File: config.mk
export PLATFORM = sky130hd
export DESIGN_NAME = mpu_controller
export DESIGN_NICKNAME = d
export VERILOG_FILES = /design/src/rtl/mpu_data_types.sv /design/src/rtl/mpu_scoreboard.sv /design/src/rtl/mpu_controller.sv
export SDC_FILE = /design/constraint.sdc
export NUM_CORES = 1
export LEC_CHECK = 0
export BUFFER_PORTS_ARGS = -buffer_cell sky130_fd_sc_hd__buf_4
export CORE_UTILIZATION = 43
export DETAILED_ROUTE_END_ITERATION = 8
export SLEW_MARGIN = 15
export SYNTH_ARGS = -nofsm -noshare
export SYNTH_HDL_FRONTEND = slang
export SYNTH_SLANG_ARGS = --single-unit
File: constraint.sdc
create_clock -name clk -period 4.6 [get_ports clk]
set_input_delay 0.23 -clock clk [delete_from_list [all_inputs] [get_ports clk]]
set_output_delay 0.23 -clock clk [all_outputs]
set_load 0.005 [all_outputs]
File: src/rtl/mpu_data_types.sv
// Shared types and sizing for the matrix processing unit: instruction encoding,
// controller states, per-register matrix shapes and scoreboard unit indices.
package mpu_data_types;

    localparam int MATRIX_REGISTERS = 8;
    localparam int M                = 3;
    localparam int N                = 3;
    localparam int MBITS            = $clog2(M);
    localparam int NBITS            = $clog2(N);
    localparam int MATRIX_REG_BITS  = $clog2(MATRIX_REGISTERS) - 1;

    localparam logic [MBITS:0] M_MAX = M[MBITS:0];
    localparam logic [NBITS:0] N_MAX = N[NBITS:0];

    // Execution units tracked by the scoreboard, used as bit indices.
    localparam int NUM_UNITS  = 3;
    localparam int UNIT_LOAD  = 0;
    localparam int UNIT_STORE = 1;
    localparam int UNIT_MULT  = 2;

    typedef enum logic [1:0] {
        MPU_NOP   = 2'd0,
        MPU_LOAD  = 2'd1,
        MPU_STORE = 2'd2,
        MPU_MULT  = 2'd3
    } mpu_instruction_e;

    typedef enum logic {
        CTRL_IDLE = 1'b0,
        CTRL_HOLD = 1'b1
    } ctrl_state_e;

    typedef struct packed {
        logic [MBITS:0] m;
        logic [NBITS:0] n;
    } matrix_dim_t;

    typedef logic [MATRIX_REG_BITS:0]  reg_addr_t;
    typedef logic [MATRIX_REGISTERS-1:0] reg_mask_t;

    function automatic reg_mask_t reg_onehot(input reg_addr_t addr);
        reg_mask_t mask;
        mask       = '0;
        mask[addr] = 1'b1;
        return mask;
    endfunction

endpackage

File: src/rtl/mpu_scoreboard.sv
// Register scoreboard: tracks which matrix registers are owned by an in-flight
// unit operation, and which of the load/store/multiply units are busy.
module mpu_scoreboard
    import mpu_data_types::*;
(
    input  logic                 clk,
    input  logic                 rst,
    input  logic [NUM_UNITS-1:0] issue,
    input  reg_mask_t            issue_mask,
    input  logic [NUM_UNITS-1:0] done,
    input  reg_mask_t            query_mask,
    output reg_mask_t            reg_busy,
    output logic [NUM_UNITS-1:0] unit_busy,
    output logic                 query_conflict
);

    reg_mask_t            unit_mask [NUM_UNITS];
    logic [NUM_UNITS-1:0] retire;
    reg_mask_t            retire_mask;
    reg_mask_t            set_mask;

    // A done pulse only counts for a unit that actually has work outstanding.
    assign retire         = done & unit_busy;
    assign set_mask       = (|issue) ? issue_mask : '0;
    assign query_conflict = |(reg_busy & query_mask);

    always_comb begin
        retire_mask = '0;
        for (int u = 0; u < NUM_UNITS; u++) begin
            if (retire[u]) begin
                retire_mask = retire_mask | unit_mask[u];
            end
        end
    end

    // Issue and retire masks never overlap, so clear-then-set is order independent.
    always_ff @(posedge clk or posedge rst) begin
        if (rst) begin
            reg_busy  <= '0;
            unit_busy <= '0;
            for (int u = 0; u < NUM_UNITS; u++) begin
                unit_mask[u] <= '0;
            end
        end else begin
            reg_busy <= (reg_busy & ~retire_mask) | set_mask;
            for (int u = 0; u < NUM_UNITS; u++) begin
                if (issue[u]) begin
                    unit_busy[u] <= 1'b1;
                    unit_mask[u] <= issue_mask;
                end else if (retire[u]) begin
                    unit_busy[u] <= 1'b0;
                    unit_mask[u] <= '0;
                end
            end
        end
    end

endmodule

File: src/rtl/mpu_controller.sv
// In-order issue controller for the MPU: accepts one instruction at a time,
// validates operand shapes, waits out register/unit hazards, then starts a unit.
module mpu_controller
    import mpu_data_types::*;
(
    input  logic                   clk,
    input  logic                   rst,
    input  logic                   req_i,
    output logic                   ready_o,
    input  mpu_instruction_e       op_i,
    input  logic [MBITS:0]         m_in_i,
    input  logic [NBITS:0]         n_in_i,
    input  logic [MATRIX_REG_BITS:0] src_addr_0_i,
    input  logic [MATRIX_REG_BITS:0] src_addr_1_i,
    input  logic [MATRIX_REG_BITS:0] dest_addr_i,
    output logic                   load_start_o,
    output logic [MATRIX_REG_BITS:0] load_dest_o,
    input  logic                   load_done_i,
    output logic                   store_start_o,
    output logic [MATRIX_REG_BITS:0] store_src_o,
    input  logic                   store_done_i,
    output logic                   mult_start_o,
    output logic [MATRIX_REG_BITS:0] mult_src0_o,
    output logic [MATRIX_REG_BITS:0] mult_src1_o,
    output logic [MATRIX_REG_BITS:0] mult_dest_o,
    output logic [MBITS:0]         mult_m_o,
    output logic [NBITS:0]         mult_k_o,
    output logic [NBITS:0]         mult_n_o,
    input  logic                   mult_done_i,
    output logic                   dim_err_o,
    output logic [MATRIX_REGISTERS-1:0] reg_busy_o,
    output logic                   idle_o
);

    ctrl_state_e      state_q, state_d;
    mpu_instruction_e op_q;
    logic [MBITS:0]   m_q;
    logic [NBITS:0]   n_q;
    reg_addr_t        src0_q, src1_q, dest_q;
    matrix_dim_t      dims_q [MATRIX_REGISTERS];

    matrix_dim_t          dim_src0, dim_src1;
    logic                 accept;
    logic                 reject;
    logic                 dim_err;
    reg_mask_t            touch_mask;
    logic [NUM_UNITS-1:0] unit_req;
    logic [NUM_UNITS-1:0] issue;
    logic [NUM_UNITS-1:0] done_vec;
    logic [NUM_UNITS-1:0] unit_busy;
    logic                 query_conflict;

    assign accept   = req_i && (state_q == CTRL_IDLE);
    assign dim_src0 = dims_q[src0_q];
    assign dim_src1 = dims_q[src1_q];
    assign ready_o  = (state_q == CTRL_IDLE);
    assign idle_o   = (state_q == CTRL_IDLE) && !(|unit_busy);

    always_comb begin
        done_vec             = '0;
        done_vec[UNIT_LOAD]  = load_done_i;
        done_vec[UNIT_STORE] = store_done_i;
        done_vec[UNIT_MULT]  = mult_done_i;
    end

    mpu_scoreboard u_scoreboard (
        .clk            (clk),
        .rst            (rst),
        .issue          (issue),
        .issue_mask     (touch_mask),
        .done           (done_vec),
        .query_mask     (touch_mask),
        .reg_busy       (reg_busy_o),
        .unit_busy      (unit_busy),
        .query_conflict (query_conflict)
    );

    // Decode the held instruction into its validity, touched registers and target unit.
    always_comb begin
        reject     = 1'b0;
        touch_mask = '0;
        unit_req   = '0;
        case (op_q)
            MPU_LOAD: begin
                reject = (m_q == '0) || (m_q > M_MAX) || (n_q == '0) || (n_q > N_MAX);
                touch_mask          = reg_onehot(dest_q);
                unit_req[UNIT_LOAD] = 1'b1;
            end
            MPU_STORE: begin
                reject               = (dim_src0.m == '0);
                touch_mask           = reg_onehot(src0_q);
                unit_req[UNIT_STORE] = 1'b1;
            end
            MPU_MULT: begin
                reject = (dim_src0.m == '0) || (dim_src1.m == '0) || (dim_src0.n != dim_src1.m);
                touch_mask          = reg_onehot(src0_q) | reg_onehot(src1_q) | reg_onehot(dest_q);
                unit_req[UNIT_MULT] = 1'b1;
            end
            default: begin
            end
        endcase
    end

    // Shape errors are dropped at once; hazards keep the instruction parked in HOLD.
    always_comb begin
        state_d = state_q;
        issue   = '0;
        dim_err = 1'b0;
        case (state_q)
            CTRL_IDLE: begin
                if (req_i) begin
                    state_d = CTRL_HOLD;
                end
            end
            CTRL_HOLD: begin
                if (op_q == MPU_NOP) begin
                    state_d = CTRL_IDLE;
                end else if (reject) begin
                    dim_err = 1'b1;
                    state_d = CTRL_IDLE;
                end else if (!query_conflict && !(|(unit_req & unit_busy))) begin
                    issue   = unit_req;
                    state_d = CTRL_IDLE;
                end
            end
            default: state_d = CTRL_IDLE;
        endcase
    end

    always_ff @(posedge clk or posedge rst) begin
        if (rst) begin
            state_q <= CTRL_IDLE;
            op_q    <= MPU_NOP;
            m_q     <= '0;
            n_q     <= '0;
            src0_q  <= '0;
            src1_q  <= '0;
            dest_q  <= '0;
        end else begin
            state_q <= state_d;
            if (accept) begin
                op_q   <= op_i;
                m_q    <= m_in_i;
                n_q    <= n_in_i;
                src0_q <= src_addr_0_i;
                src1_q <= src_addr_1_i;
                dest_q <= dest_addr_i;
            end
        end
    end

    // Shapes are recorded at issue so a following instruction validates against them.
    always_ff @(posedge clk or posedge rst) begin
        if (rst) begin
            for (int r = 0; r < MATRIX_REGISTERS; r++) begin
                dims_q[r] <= '0;
            end
        end else if (issue[UNIT_LOAD]) begin
            dims_q[dest_q] <= '{m: m_q, n: n_q};
        end else if (issue[UNIT_MULT]) begin
            dims_q[dest_q] <= '{m: dim_src0.m, n: dim_src1.n};
        end
    end

    // Start pulses last one cycle; operand outputs hold until the next issue to that unit.
    always_ff @(posedge clk or posedge rst) begin
        if (rst) begin
            load_start_o  <= 1'b0;
            store_start_o <= 1'b0;
            mult_start_o  <= 1'b0;
            dim_err_o     <= 1'b0;
            load_dest_o   <= '0;
            store_src_o   <= '0;
            mult_src0_o   <= '0;
            mult_src1_o   <= '0;
            mult_dest_o   <= '0;
            mult_m_o      <= '0;
            mult_k_o      <= '0;
            mult_n_o      <= '0;
        end else begin
            load_start_o  <= issue[UNIT_LOAD];
            store_start_o <= issue[UNIT_STORE];
            mult_start_o  <= issue[UNIT_MULT];
            dim_err_o     <= dim_err;
            if (issue[UNIT_LOAD]) begin
                load_dest_o <= dest_q;
            end
            if (issue[UNIT_STORE]) begin
                store_src_o <= src0_q;
            end
            if (issue[UNIT_MULT]) begin
                mult_src0_o <= src0_q;
                mult_src1_o <= src1_q;
                mult_dest_o <= dest_q;
                mult_m_o    <= dim_src0.m;
                mult_k_o    <= dim_src0.n;
                mult_n_o    <= dim_src1.n;
            end
        end
    end

endmodule

### Yosys cells after proc, flatten, opt, wreduce, memory -nomap -nowiden

Index checks and enable logic that the tools add are counted.

* logic and storage cells: 151
* bits in registers: 129

* bitwise operators: 14
* reductions and logical operators: 28
* equality and inequality tests: 4
* muxes and demuxes: 51
* magnitude comparators: 12

Operator list (number)
* bitwise mux 48 bit: 2
* two-way mux 48 bit: 2
* two-way mux 8 bit: 10
* OR 8 bit: 5
* binary-select mux 6 bit (select 3 bit): 2
* two-way mux 6 bit: 5
* case mux 8 bit (3 select lines): 1
* two-way mux 1 bit: 19
* demux 6 bit (select 3 bit): 1
* bitwise AND 8 bit: 2
* greater-or-equal comparator 4 bit (second input constant): 3
* logical NOT 3 bit: 4
* less-than comparator 3 x 4 -> 1 bit (second input constant): 3
* two-way mux 3 bit: 4
* NOT 3 -> 4 bit: 3
* demux 1 bit (select 3 bit): 3
* greater-or-equal comparator 3 x 1 -> 1 bit (second input constant): 3
* OR reduction 3 bit: 3
* NOT 8 bit: 1
* nonzero test 2 bit: 4
* OR reduction 8 bit: 1
* logical AND 1 bit: 7
* bitwise AND 3 bit: 2
* > comparator 3 x 2 -> 1 bit (second input constant): 2
* other kinds (10): 17

### Logic depth before layout (Yosys ltp)

* depth in word-level cells: 18
* mapped depth: 12
* mapped depth without buffers: 7

### Modules after synthesis

Synthesis repeated with hierarchy kept, for this count alone.

* cell total of the unflattened synthesis: 518
* area, all modules: 6492.5 µm²

Modules (own cells, without submodules)
* mpu_controller: area each 4795.8 µm², cells each 366, seq. area each 2352.3 µm², instances 1
* mpu_scoreboard: area each 1696.6 µm², cells each 152, seq. area each 875.8 µm², instances 1

### Worst setup path after synthesis

No wires, ideal clock.

* path type: reg-to-reg
* start: register op_q[0]
* end: register store_src_o[0]
* stages on the path, launching flop included: 12
* setup slack: 1.600 ns
* data required time: 4.475 ns
* arrival time: 2.875 ns
* path buffers: 4
* library setup time: 0.125 ns
* cells stage by stage: dfrtp_1 > clkbuf_1 > clkbuf_1 > mux2i_1 > a21oi_1 > o21ba_1 > o211ai_1 > or2_0 > buf_6 > or4b_4 > buf_6 > mux2_4

* cells in the longest elaborated chain, start to end: 10
* elaborated cells on any way between the ends: 20

Ends and longest elaborated chain
* from (decl): line mpu_controller.sv:36 `mpu_instruction_e op_q;`
* from (signal assigned): line mpu_controller.sv:142 `op_q <= op_i;`
* equality test 2 bit or equality test 2 x 1 -> 1 bit (tied branches): line mpu_controller.sv:83 `case (op_q)`
* case mux 8 bit (3 select lines) or two-way mux 1 bit (tied branches): line mpu_controller.sv:83
* bitwise AND 8 bit or bitwise AND 3 bit (tied branches): line mpu_scoreboard.sv:25, mpu_controller.sv:121
* OR reduction 8 bit or OR reduction 3 bit (tied branches): line mpu_scoreboard.sv:25, mpu_controller.sv:121
* logical NOT 1 bit: line mpu_controller.sv:121 `end else if (!query_conflict && !(|(unit_req & unit_busy))) begin`
* logical AND 1 bit: line mpu_controller.sv:121
* two-way mux 3 bit: line mpu_controller.sv:121
* two-way mux 3 bit: line mpu_controller.sv:118 `end else if (reject) begin`
* two-way mux 3 bit *: line mpu_controller.sv:116 `if (op_q == MPU_NOP) begin`
* two-way mux 3 bit *: line mpu_controller.sv:109 `case (state_q)`
* to (signal assigned): line mpu_controller.sv:189 `store_src_o <= src0_q;`
* to (decl): line mpu_controller.sv:20 `output logic [MATRIX_REG_BITS:0] store_src_o,`

Mark *: on every way between the ends. The rest lies on a longest branch, timed or not.
A chain may end at the register's enable or synchronous reset.

### Final worst setup path

* start: register src1_q[1]
* end: register store_src_o[1]

* cells in the longest elaborated chain, start to end: 15
* elaborated cells on any way between the ends: 25

Ends and longest elaborated chain
* from (decl): line mpu_controller.sv:39 `reg_addr_t src0_q, src1_q, dest_q;`
* from (signal assigned): line mpu_controller.sv:146 `src1_q <= src_addr_1_i;`
* less-than comparator 3 x 4 -> 1 bit (implied by the code) or greater-or-equal comparator 3 x 1 -> 1 bit (tied branches): line mpu_data_types.sv:44 `mask[addr] = 1'b1;`
* logical AND 1 bit (implied by the code): line mpu_data_types.sv:44
* two-way mux 1 bit (implied by the code): line mpu_data_types.sv:44
* demux 1 bit (select 3 bit): line mpu_data_types.sv:44
* OR 8 bit (2 in series): line mpu_controller.sv:96 `touch_mask = reg_onehot(src0_q) | reg_onehot(src1_q) | reg_onehot(dest_q);`
* case mux 8 bit (3 select lines): line mpu_controller.sv:83
* bitwise AND 8 bit: line mpu_scoreboard.sv:25 `assign query_conflict = |(reg_busy & query_mask);`
* OR reduction 8 bit: line mpu_scoreboard.sv:25
* logical NOT 1 bit: line mpu_controller.sv:121
* logical AND 1 bit: line mpu_controller.sv:121
* two-way mux 3 bit: line mpu_controller.sv:121
* two-way mux 3 bit *: line mpu_controller.sv:118
* two-way mux 3 bit *: line mpu_controller.sv:116
* two-way mux 3 bit *: line mpu_controller.sv:109

Mark *: on every way between the ends. The rest lies on a longest branch, timed or not. The select of a mux whose other input is x is not followed.

==> flow_metrics.tcl <==
set metrics [dict create \
    internal-power_w 0.00290 \
    path_max_fanout 18 \
    final_max_tran_viols 0 \
    cts_root_buf "clkbuf_16" \
    drtAntennaViolNets 0 \
    pin_count 61 \
    first_pass_iters 4 \
    area_growth_pct 18.9 \
    largest_register_ffs 48 \
    hold_path.startpoint "load_done_i" \
    tightest_slew_ns 0.959 \
    hold_path_class "in2reg" \
    cts_tree "built" \
    status "finished clean" \
    worst-r2r-setup-slack_ns 0.70 \
    globalplace.congestion 0.835 \
    yosys.area_share.xor_xnor 0.00131 \
    irDropWorstVdd_mv 0.293 \
    synth_ff_type "dfrtp_1" \
    post_route_cells_drive_above_1_share 0.390 \
    worst_hold_path.endpoint "u_scoreboard.unit_busy[0]" \
    die_height_um 127 \
    timing.max_cap.violations 0 \
    leakagePower_nw 3.74 \
    crit_arrival_ns 4.20 \
    critPathBufInv 0 \
    final_period_minus_worst_setup_slack_ns 3.90 \
    placement_rows 45 \
    power.net_switching_w 0.00138 \
    maxSlewHeadroom 0.360 \
    yosys.area_share.simple 0.125 \
    die_area_um2 16000 \
    synth-seq-area-share 0.484 \
    initial_core_util 0.440 \
    route.vias.total 4537 \
    yosysTopAreaCellShare 0.484 \
    syn_avg_cell_area_um2 12.8 \
    grt_antenna_before_repair 0 \
    timing.clock.skew_ns 0.00772 \
    dp_hpwl_mm 11.4 \
    muxShareOfSynthArea 0.288 \
    cts_repair_resizes 0 \
    hold_viol 0 \
    worstPathRequired_ns 4.90 \
    ys_top_cells_by_area "dfrtp_1 (48%), mux2_2 (14%), mux2i_1 (6.2%)" \
    grt_first_pass_wirelength_mm 26.3 \
    clk_pin_slew_worst_paths_ns 0.05 \
    critPathKind "reg2reg" \
    critPathLaunchType "register" \
    layout_worst_path_cycle_share 0.848 \
    max-clock-path-buffers 2 \
    fmax_mhz 256 \
    routed_wire_length_per_instance_um 21.1 \
    ys.warnings.count 0 \
    track_usage 0.221 \
    postLayoutCoreUtil 0.524 \
    globalRouteOverflowTotal 0 \
    critPathCaptureType "register" \
    detail_route.drc_violations 0 \
    cpPeakStageDelay_ns 0.96 \
    synth_top_area_cell "dfrtp_1" \
    first_global_vias 4711 \
    p_seq_frac 0.395 \
    grt_start_max_net_pins 56 \
    htreeDepth 4 \
    largestRegisters "dims_q (48), u_scoreboard.unit_mask (24), u_scoreboard.reg_busy (8)" \
    worst_path_max_delay_cell "dfrtp_1" \
    diodes_inserted 0 \
    r2r.worst_path.cells 7 \
    rr_endpoint "store_src_o[1]" \
    timing.critical_path.max_delay_family "simple AND/OR/NAND/NOR gates" \
    critical_path.reg2reg.startpoint "src1_q[1]" \
    power_density_nw_per_um2 540 \
    async_sr_flop_fraction 1.00 \
    finalSetupViolCount 0 \
    netlist_instances 521 \
    drt_iter0_markers 242 \
    mappedNetlistArea_um2 6670 \
    synth_fa_ha_area_frac 0 \
    max_flop_register "dims_q" \
    p_comb_frac 0.266 \
    setup-tns-final_ns 0 \
    tritoncts_num_sinks 129 \
    power_frac_clock 0.339 \
    synth-edff-count 0 \
    synth_compound_area_frac 0.0628 \
    min_delay_path_depth 2 \
    cts_inserted_buffers 17 \
    synth_cell_type_count 63 \
    mappedNetlistNets 544 \
    core_area_um2 15100 \
    die_x_um 127 \
    net_sw_frac 0.323 \
    routed_via_density 5.79 \
    total_wire_length_after_detailed_routing_mm 16.6 \
    clock_insertion_delay_worst_skew_ns 0.42 \
    numPortBuffers 60 \
    setup_repair_after_global_routing_missed_its_margin "false" \
    finish.net_count 605 \
    synth_top_family_by_area "multiplexers" \
    path_cells "nor3b_1 > a221oi_2 > o22a_1 > o211ai_1 > or2_1 > or4b_4 > mux2_4" \
    ys_ff_latch 129 \
]
worst max-delay path by stage:
stage	start	endpoint	depth (start not counted)
after floorplan	rst	dest_q[0]	1
after global placement	src1_q[1]	dims_q[24]	7
after detailed placement	src1_q[1]	store_src_o[2]	7
after CTS	src1_q[1]	store_src_o[1]	7
after global routing	src0_q[1]	store_src_o[1]	7
final	src1_q[1]	store_src_o[1]	7
routing by layer:
layer	vias up	track usage	wire length [um]
li1	2044	-	-
met1	2357	0.287	7340
met2	117	0.363	8110
met3	19	0.0590	845
met4	0	0.0645	257
met5	-	0	0
power by group through the flow:
stage	sequential (W)	clock (W)	combinational, W
after CTS	0.00169	0.00148	0.00115
after global routing	0.00173	0.00152	0.00124
after detailed placement	0.00171	0	0.00114
after floorplan	0.00154	0	0.000868
final	0.00169	0.00145	0.00114
after global placement	0.00169	0	0.00112
layout make-up:
| cell class | count | area (um2) |
|---|---|---|
| fill | 1320 | 7210 |
| timing repair buffer | 74 | 563 |
| multi-input combinational | 342 | 3190 |
| tap | 188 | 235 |
| clock buffer | 20 | 467 |
| clock inverter | 12 | 179 |
| sequential | 129 | 3230 |
| inverter | 18 | 70.1 |
worst reg2reg max path: cells and delay by family, from the launching register on:
family,cells,cell delay (ns)
compound gates,3,0.91
simple gates,3,1.57
flops,1,0.96
mux,1,0.35
Yosys cell counts (4+ instances only):
library cell,instances
dfrtp_1,129
mux2_2,85
nand2_1,46
mux2i_1,41
clkbuf_1,17
inv_1,17
mux4_2,15
nand3_1,15
nor2_1,13
o21ai_0,12
a22oi_1,8
mux2_1,8
nor2b_1,8
a21oi_1,7
and2_1,7
nor4_4,7
buf_2,6
nand2b_1,6
buf_6,4
nand4b_1,4
o221a_2,4
cell families after synthesis:
kind of cell / count (synthesis)
flip-flops: 129
AND/OR/NAND/NOR: 131
XOR/XNOR: 1
buffers and inverters: 50
AO/OA/AOI/OAI: 55
multiplexers: 155
through the flow:
stage | hold slack [ns] | cells | setup slack (ns) | total power [W] | area [um2]
4_1_cts | 0.0111 | 783 | 0.524 | 0.00431 | 7930
3_5_place_dp | 0.396 | 748 | 0.510 | 0.00284 | 7260
6_report | 0.0320 | 783 | 0.699 | 0.00428 | 7930
3_3_place_gp | 0.384 | 748 | 0.632 | 0.00281 | 7260
2_1_floorplan | 0.311 | 521 | 0.929 | 0.00241 | 6670
5_1_grt | 0.0133 | 783 | 0.497 | 0.00450 | 7930
placed cells by master, fill, tap and decap left out, types with 4 or more instances in the layout:
cell type	instances
mux2i_1	41
a22oi_1	8
nand2b_1	6
nor2_1	13
and2_1	7
o221a_2	4
mux4_2	15
a21oi_1	7
nand4b_1	4
inv_1	16
buf_4	71
nand2_1	46
mux2_1	8
nor2b_1	7
nand3_1	15
bufinv_16	4
mux2_2	85
o21ai_0	12
clkbuf_16	17
dfrtp_1	129
nor4_4	7
repair_timing:
| item | in CTS | in global routing |
|---|---|---|
| hold buffers | 3 | 0 |
| setup buffers | 0 | 0 |
| hold endpoints to repair | 55 | 0 |
(Power assumes the default switching activity.)
